===== config.mk =====
export PLATFORM = sky130hd
export DESIGN_NAME = sensor_portao_flat
export DESIGN_NICKNAME = d
export VERILOG_FILES = /design/src/rtl/sensor_portao_pkg.sv /design/src/rtl/sensor_portao_if.sv /design/src/rtl/sensor_portao_sinc_debounce.sv /design/src/rtl/sensor_portao.sv /design/src/flat_wrapper.sv
export SDC_FILE = /design/constraint.sdc
export NUM_CORES = 1
export LEC_CHECK = 0
export CORE_ASPECT_RATIO = 1.4
export CORE_MARGIN = 8
export CORE_UTILIZATION = 55
export DETAILED_ROUTE_END_ITERATION = 6
export DONT_BUFFER_PORTS = 1
export PLACE_DENSITY = 0.7
export SLEW_MARGIN = 20
export SYNTH_ARGS = -nofsm -noshare
export SYNTH_HDL_FRONTEND = slang
export SYNTH_SLANG_ARGS = --single-unit

===== constraint.sdc =====
create_clock -name clk -period 3.4 [get_ports clk]
set_clock_uncertainty 0.05 [all_clocks]
set_input_delay 0.17 -clock clk [delete_from_list [all_inputs] [get_ports clk]]
set_output_delay 0.17 -clock clk [all_outputs]
set_load 0.05 [all_outputs]

===== src/rtl/sensor_portao_pkg.sv =====
// Shared types for the parking-gate sensor front end: FSM states, beam codes
// and the registered output payload.
package sensor_portao_pkg;

  typedef enum logic [2:0] {
    OCIOSO = 3'd0,
    ENT1   = 3'd1,
    ENT2   = 3'd2,
    ENT3   = 3'd3,
    SAI1   = 3'd4,
    SAI2   = 3'd5,
    SAI3   = 3'd6,
    ESPERA = 3'd7
  } estado_t;

  // Debounced beam pair as {a,b}
  localparam logic [1:0] LIVRE = 2'b00;
  localparam logic [1:0] SO_A  = 2'b10;
  localparam logic [1:0] SO_B  = 2'b01;
  localparam logic [1:0] AMBOS = 2'b11;

  typedef struct packed {
    logic somar;
    logic decrem;
    logic excesso;
    logic erro;
  } saida_t;

  // True while a car is mid-passage (the only states that can time out)
  function automatic logic em_passagem(input estado_t e);
    return (e != OCIOSO) && (e != ESPERA);
  endfunction

endpackage


===== src/rtl/sensor_portao_if.sv =====
// Gate sensor bundle: raw beams and lot-full flag in, counter command strobes out.
interface sensor_portao_if;
  logic sens_a;
  logic sens_b;
  logic lotado;
  logic somar;
  logic decrem;
  logic excesso;
  logic erro;

  modport master (output sens_a, sens_b, lotado,
                  input  somar, decrem, excesso, erro);
  modport slave  (input  sens_a, sens_b, lotado,
                  output somar, decrem, excesso, erro);
endinterface


===== src/rtl/sensor_portao_sinc_debounce.sv =====
// Two-flop synchronizer followed by a stability filter for one raw beam input.
module sinc_debounce
  import sensor_portao_pkg::*;
#(
  parameter int unsigned DEB_CYCLES = 4
) (
  input  logic clk,
  input  logic reset,
  input  logic bruto,
  output logic limpo
);

  localparam int unsigned CW = $clog2(DEB_CYCLES + 1);

  logic [1:0]    sinc;
  logic [CW-1:0] cnt;

  // Output follows the synced value only after DEB_CYCLES consecutive disagreeing samples
  always_ff @(posedge clk or negedge reset) begin
    if (!reset) begin
      sinc  <= '0;
      cnt   <= '0;
      limpo <= 1'b0;
    end else begin
      sinc <= {sinc[0], bruto};
      if (sinc[1] == limpo) begin
        cnt <= '0;
      end else if (cnt == CW'(DEB_CYCLES - 1)) begin
        limpo <= sinc[1];
        cnt   <= '0;
      end else begin
        cnt <= cnt + CW'(1);
      end
    end
  end

endmodule


===== src/rtl/sensor_portao.sv =====
// Infers car direction from two debounced beams and issues one count command
// per valid passage; flags refused entries and aborted/ambiguous passages.
module sensor_portao
  import sensor_portao_pkg::*;
#(
  parameter int unsigned DEB_CYCLES = 4,
  parameter int unsigned TIMEOUT    = 1000
) (
  input  logic            clk,
  input  logic            reset,
  sensor_portao_if.slave  bus
);

  localparam int unsigned TW = $clog2(TIMEOUT + 1);

  logic          deb_a;
  logic          deb_b;
  logic [1:0]    ab;
  estado_t       estado;
  estado_t       estado_prox;
  logic [TW-1:0] tmo_cnt;
  logic          tmo;
  saida_t        saida_q;
  saida_t        saida_c;

  sinc_debounce #(.DEB_CYCLES(DEB_CYCLES)) u_deb_a (
    .clk   (clk),
    .reset (reset),
    .bruto (bus.sens_a),
    .limpo (deb_a)
  );

  sinc_debounce #(.DEB_CYCLES(DEB_CYCLES)) u_deb_b (
    .clk   (clk),
    .reset (reset),
    .bruto (bus.sens_b),
    .limpo (deb_b)
  );

  assign ab  = {deb_a, deb_b};
  assign tmo = (tmo_cnt == TW'(TIMEOUT - 1));

  always_ff @(posedge clk or negedge reset) begin
    if (!reset) estado <= OCIOSO;
    else        estado <= estado_prox;
  end

  always_comb begin
    estado_prox = estado;
    unique case (estado)
      OCIOSO: if (ab == SO_A) estado_prox = ENT1;
              else if (ab == SO_B) estado_prox = SAI1;
              else if (ab == AMBOS) estado_prox = ESPERA;
      ENT1:   if (ab == AMBOS) estado_prox = ENT2;
              else if (ab == LIVRE) estado_prox = OCIOSO;
              else if (ab == SO_B) estado_prox = ESPERA;
      ENT2:   if (ab == SO_B) estado_prox = ENT3;
              else if (ab == SO_A) estado_prox = ENT1;
              else if (ab == LIVRE) estado_prox = ESPERA;
      ENT3:   if (ab == LIVRE) estado_prox = OCIOSO;
              else if (ab == AMBOS) estado_prox = ENT2;
              else if (ab == SO_A) estado_prox = ESPERA;
      SAI1:   if (ab == AMBOS) estado_prox = SAI2;
              else if (ab == LIVRE) estado_prox = OCIOSO;
              else if (ab == SO_A) estado_prox = ESPERA;
      SAI2:   if (ab == SO_A) estado_prox = SAI3;
              else if (ab == SO_B) estado_prox = SAI1;
              else if (ab == LIVRE) estado_prox = ESPERA;
      SAI3:   if (ab == LIVRE) estado_prox = OCIOSO;
              else if (ab == AMBOS) estado_prox = SAI2;
              else if (ab == SO_B) estado_prox = ESPERA;
      ESPERA: if (ab == LIVRE) estado_prox = OCIOSO;
    endcase
    // A sensor move wins over a timeout landing on the same cycle
    if (em_passagem(estado) && (estado_prox == estado) && tmo)
      estado_prox = ESPERA;
  end

  // Every entry into ESPERA is an error; the strobe-spacing guard never trips
  // for real traffic because debounced inputs cannot move twice in a row.
  always_comb begin
    saida_c = '0;
    if (!(|saida_q)) begin
      saida_c.erro = (estado_prox == ESPERA) && (estado != ESPERA);
      if ((estado == ENT3) && (ab == LIVRE)) begin
        saida_c.somar   = !bus.lotado;
        saida_c.excesso = bus.lotado;
      end
      if ((estado == SAI3) && (ab == LIVRE)) begin
        saida_c.somar  = 1'b1;
        saida_c.decrem = 1'b1;
      end
    end
  end

  always_ff @(posedge clk or negedge reset) begin
    if (!reset) begin
      saida_q <= '0;
      tmo_cnt <= '0;
    end else begin
      saida_q <= saida_c;
      if ((estado_prox != estado) || !em_passagem(estado)) tmo_cnt <= '0;
      else                                                  tmo_cnt <= tmo_cnt + TW'(1);
    end
  end

  assign bus.somar   = saida_q.somar;
  assign bus.decrem  = saida_q.decrem;
  assign bus.excesso = saida_q.excesso;
  assign bus.erro    = saida_q.erro;

endmodule


===== src/flat_wrapper.sv =====
// flat-port wrapper written by rule: the top's interface ports become plain ports
module sensor_portao_flat import sensor_portao_pkg::*;
#(
  parameter int unsigned DEB_CYCLES = 4,
  parameter int unsigned TIMEOUT    = 1000
)
  (clk, reset, bus_sens_a, bus_sens_b, bus_lotado, bus_somar, bus_decrem, bus_excesso, bus_erro);
  sensor_portao_if bus_i ();
  input  logic clk;
  input  logic reset;
  input wire logic [$bits(bus_i.sens_a)-1:0] bus_sens_a;
  input wire logic [$bits(bus_i.sens_b)-1:0] bus_sens_b;
  input wire logic [$bits(bus_i.lotado)-1:0] bus_lotado;
  output wire logic [$bits(bus_i.somar)-1:0] bus_somar;
  output wire logic [$bits(bus_i.decrem)-1:0] bus_decrem;
  output wire logic [$bits(bus_i.excesso)-1:0] bus_excesso;
  output wire logic [$bits(bus_i.erro)-1:0] bus_erro;
  assign bus_i.sens_a = bus_sens_a;
  assign bus_i.sens_b = bus_sens_b;
  assign bus_i.lotado = bus_lotado;
  assign bus_somar = bus_i.somar;
  assign bus_decrem = bus_i.decrem;
  assign bus_excesso = bus_i.excesso;
  assign bus_erro = bus_i.erro;
  sensor_portao #(.DEB_CYCLES(DEB_CYCLES), .TIMEOUT(TIMEOUT)) u_core (.clk(clk), .reset(reset), .bus(bus_i));
endmodule

# == After elaboration in Yosys (flattened, before gate mapping) ==
# Index checks and enable logic that the tools add are counted.
# word_totals
reg_bits,29
input_bits,5
output_inout_bits,4
word_cells,81
# classes
n_addsub,3
n_eq_ne,19
mux,30
bitwise,2
reduce_logical,15
# op_table
op,count
2-to-1 mux 3 bit,24
case mux 3 bit (8 select lines),1
equality test 3 bit (second input constant),5
equality test 3 x 2 -> 1 bit (second input constant),4
adder 10 x 1 -> 10 bit (second input constant),1
equality test 10 bit (second input constant),1
2-to-1 mux 10 bit,1
adder 3 x 1 -> 3 bit (second input constant),2
logical AND 1 bit,6
equality test 2 bit (second input constant),2
2-to-1 mux 4 bit,1
AND reduction 2 bit,2
OR reduction 4 bit,1
equality test 3 x 1 -> 1 bit (second input constant),1
equality test 3 bit,1
zero test 3 bit,1
!= test 3 bit,1
!= test 3 bit (second input constant),1
nonzero test 3 bit,1
equality test 1 bit,2
equality test 2 x 1 -> 1 bit (second input constant),1
zero test 1 bit,2
zero test 2 bit,1
2-to-1 mux 1 bit,2
other kinds (3),4

# == Depth between registers and ports, before layout ==
# logic_depth
ltp_word,12
ltp_mapped,7
mapped_depth_nobuf,5

# == By module ==
# From an unflattened synthesis, not the netlist that was laid out.
# hier_totals
cells_unflattened,164
area_unflattened_um2,1641.6
# by_module_without_submodules
module,n_inst,cells_each,area_per_inst_um2,seq_area_each_um2
sensor_portao,1,138,1196.1,425.4
sinc_debounce at u_core.u_deb_a,1,13,229.0,150.1
sinc_debounce at u_core.u_deb_b,1,13,216.5,150.1

# == Least setup slack after synthesis ==
# Ideal clock, no wire load.
# synth_path
path_kind,register -> register
start,register u_core.estado[2]
end,register u_core.tmo_cnt[0]
setup_ns,0.099
t_arrival_ns,1.493
required_time_ns,3.251
path_slack_ns,1.757
stages_incl_launch_ff,6
path_buffers,1
synth_period_minus_slack_ns,1.643
path_cell_list,dfrtp_1 buf_6 or3b_4 a211oi_4 nor3_2 a311oi_1
# synth_between
elab_chain_cells,11
elab_cells_between_ends,39
classes_between,eq/ne: 10; mux: 22; reduce/logical: 7
# synth_rtl
item,line,text
start: declaration,sensor_portao.sv:19,estado_t estado;
start signal: assignment,sensor_portao.sv:45,else estado <= estado_prox;
"2-to-1 mux 3 bit, on equally long branches",n/a,
2-to-1 mux 3 bit (tied with other cells),sensor_portao.sv:70,else if (ab == AMBOS) estado_prox = SAI2;
2-to-1 mux 3 bit (tied with other cells),sensor_portao.sv:69,SAI3: if (ab == LIVRE) estado_prox = OCIOSO;
case mux 3 bit (8 select lines),sensor_portao.sv:50,unique case (estado)
equality test 3 bit,sensor_portao.sv:75,if (em_passagem(estado) && (estado_prox == estado) && tmo)
logical AND 1 bit (2 in a row),sensor_portao.sv:75,
2-to-1 mux 3 bit,sensor_portao.sv:75,
!= test 3 bit,sensor_portao.sv:102,if ((estado_prox != estado) || !em_passagem(estado)) tmo_cnt <= '0;
logical OR 1 bit *,sensor_portao.sv:102,
2-to-1 mux 10 bit *,sensor_portao.sv:102,
end signal: assignment,sensor_portao.sv:103,else tmo_cnt <= tmo_cnt + TW'(1);
end: declaration,sensor_portao.sv:21,logic [TW-1:0] tmo_cnt;
# Mark *: on every way between the ends. The rest lies on a longest branch, timed or not.
# A chain may end at the register's enable or synchronous reset.

# == Final worst setup path ==
# layout_path
start,register u_core.estado[2]
end,register u_core.tmo_cnt[1]
# Same word-level chain as after synthesis.

==> results.sh <==
export IMPL_outcome="completed"
export IMPL_swShare=0.432
export IMPL_die_area_mm2=0.00528
export IMPL_grt_pass1_wl_um=6290
export IMPL_gp_congestion=0.849
export IMPL_reg2regPathDepth=4
export IMPL_max_freq_mhz=458
export IMPL_final_cells=215
export IMPL_io_pins=9
export IMPL_core_area_mm2=0.00309
export IMPL_grtUsageMet3=0.0457
export IMPL_grt_pass1_vias=1396
export IMPL_path_max_fanout=29
export IMPL_ant_nets=0
export IMPL_grt_start_max_net_pins=30
export IMPL_start_kind="flop"
export IMPL_setup_tns_ns=0
export IMPL_grt_setup_unrepaired="false"
export IMPL_worstMarginPinSlew_ns=0.753
export IMPL_cts_made_buffers=5
export IMPL_max_slew_margin_rel=0.498
export IMPL_fin_crit_sh=0.643
export IMPL_clk_pin_slew_worst_paths_ns=0.07
export IMPL_globalRouteMet1Util=0.161
export IMPL_hold_ws_ns=0.0263
export IMPL_finalCriticalPeriod_ns=2.19
export IMPL_clkPwrFrac=0.224
export IMPL_worstSetupPathType="flop to flop"
export IMPL_clock_tree_buffer_depth=2
export IMPL_irDropWorstVdd_uv=524
export IMPL_grt_util_all_layers=0.147
export IMPL_drcViolationCount=0
export IMPL_syn_avg_cell_area_um2=10.1
export IMPL_detail_route_vias_per_cell=6.39
export IMPL_synth_cell_types=56
export IMPL_start_util=0.568
export IMPL_vias=1373
export IMPL_syn_area_mm2=0.00176
export IMPL_combinationalPowerShare=0.389
export IMPL_required_ns=3.53
export IMPL_report_final_slew_viol_count=0
export IMPL_finalHoldViolations=0
export IMPL_power_density_mw_per_mm2=867
export IMPL_drt_first_iter_violations=144
export IMPL_totalPowerFinal_mw=1.67
export IMPL_post_cts_buffers=0
export IMPL_cts_max_level=2
export IMPL_critical_path_arrival_ns=2.31
export IMPL_synth_warnings=0
export IMPL_switchingPower_uw=721
export IMPL_intPower_uw=947
export IMPL_max_cap_viol_count=0
export IMPL_seqPwrFrac=0.387
export IMPL_synth_fp_nets=182
export IMPL_ys_flop_type="dfrtp_1"
export IMPL_area_growth_pct=9.54
export IMPL_holdPathStages=2
export IMPL_synth_edf_count=0
export IMPL_setup_viol=0
export IMPL_hpwl_um=2510
export IMPL_drt_pass1_iterations=4
export IMPL_dp_cells=202
export IMPL_num_rows=24
export IMPL_clk_latency_ns=0.28
export IMPL_dieWidth_um=63.8
export IMPL_portBuffers=0
export IMPL_cts_tree="yes"
export IMPL_ys_ff_latch=29
export IMPL_hold_path_class="primary input to flop"
export IMPL_end_kind="flop"
export IMPL_ys_seq_area_frac=0.413
export IMPL_grt_remaining_overflow=0
export IMPL_async_flop_share=1.00
export IMPL_die_h_um=82.9
export IMPL_antennaDiodeCount=0
export IMPL_antenna_found_initial=0
export IMPL_cts_resized=0
export IMPL_most_common_layout_cells="29 x dfrtp_1, 10 x nor2b_1, 7 x o21ai_0"
export IMPL_wl_um=3590
export IMPL_grt_busiest_layer="met2"
export IMPL_layout_commonest_cell="dfrtp_1"
export IMPL_use_met2=0.240
export IMPL_cts_root_buffer="clkbuf_8"
export IMPL_syn_inst=174
export IMPL_leakagePower_nw=0.731
export IMPL_clock_sinks=29
export IMPL_nNetsFinal=183
export IMPL_layout_drive_gt1_share=0.108
export IMPL_routedWlPerCell_um=16.7
## path summary, 6_finish.rpt
check	slack (ns)	endpoint	startpoint
setup / recovery	1.21	u_core.tmo_cnt[1]	u_core.estado[2]
hold / removal	0.03	u_core.bus.somar	bus_lotado
setup reg to reg	1.21	u_core.tmo_cnt[1]	u_core.estado[2]
hold reg to reg	0.30	u_core.u_deb_b.sinc[1]	u_core.u_deb_b.sinc[0]
max in group asynchronous	2.86	u_core.tmo_cnt[6]	reset
min in group asynchronous	0.27	u_core.u_deb_b.limpo	reset
## routing by layer
layer,routed length (µm),vias to the layer above
li1,-,664
met1,1490,671
met2,1840,30
met3,175,8
met4,82,0
met5,0,-
## power groups by stage
stage | combinational (mW) | sequential, mW | clock, mW
after floorplan | 0.691 | 0.492 | 0
after global placement | 0.613 | 0.638 | 0
after detailed placement | 0.635 | 0.650 | 0
after CTS | 0.652 | 0.642 | 0.380
after global routing | 0.722 | 0.673 | 0.395
final | 0.649 | 0.646 | 0.373
## per-stage QoR
step / instance area, µm² / util / setup slack, ns
final: 1920 / 0.622 / 1.21
after global routing: 1920 / 0.622 / 0.989
after CTS: 1920 / 0.622 / 1.26
after detailed placement: 1740 / 0.564 / 1.29
after global placement: 1740 / 0.564 / 1.33
after floorplan: 1760 / - / 1.76
## cell usage after synthesis, types with 2 or more instances
master	number	area (µm²)
o32ai_1	5	43.8
o31ai_1	3	22.5
xnor2_1	4	35.0
dfrtp_1	29	726
nor2b_1	10	62.6
o221ai_1	2	17.5
nand2b_1	3	18.8
a211oi_4	2	40.0
nor3b_1	4	30.0
o21ai_0	7	35.0
a31oi_1	6	37.5
nor2_1	5	18.8
and3b_1	2	17.5
buf_2	4	20.0
clkbuf_1	3	11.3
nand3b_1	5	37.5
a31o_1	2	17.5
nand3_1	5	25.0
inv_1	4	15.0
o21a_1	3	22.5
o31a_1	2	17.5
a21oi_1	6	30.0
or3b_1	3	26.3
nor4_1	3	18.8
nor3_2	2	20.0
a311oi_1	2	17.5
nand2_1	5	18.8
nand4_1	5	31.3
xor2_1	3	26.3
ha_1	3	37.5
buf_4	2	15.0
nor3_1	6	30.0
## cell type report
class / instances / area (µm²)
multi-input combinational: 129 / 951
timing repair buffer: 5 / 60.1
fill: 254 / 1170
clock buffer: 6 / 82.6
inverter: 5 / 18.8
clock inverter: 2 / 37.5
sequential: 29 / 726
tap: 39 / 48.8
## cell families after synthesis
logic type,synth area share
AOI/OAI and AO/OA,0.231
adders and majority gates,0.0214
DFF,0.413
buffers and inverters,0.0456
and+or+nand+nor,0.248
muxes,0.00641
xor gates and xnor gates,0.0349
## critical path, stage by stage (launching register included)
cell,delay (ns)
dfrtp_1,0.83
nor2b_1,0.19
a211oi_1,0.42
o32ai_2,0.27
a311oi_1,0.31
## state kept, by name, indices dropped and copies added (netlist names)
name	count
u_core.bus.decrem	1
u_core.bus.erro	1
u_core.bus.excesso	1
u_core.bus.somar	1
u_core.estado	3
u_core.tmo_cnt	10
u_core.u_deb_a.cnt	3
u_core.u_deb_a.limpo	1
u_core.u_deb_a.sinc	2
u_core.u_deb_b.cnt	3
u_core.u_deb_b.limpo	1
u_core.u_deb_b.sinc	2
## timing repair
item | in CTS | in global routing
endpoints found under the setup margin | 0 | 0
hold buffers | 5 | 0
hold endpoints to repair | 32 | 0
Note: power is estimated with default switching activity, not from simulation.
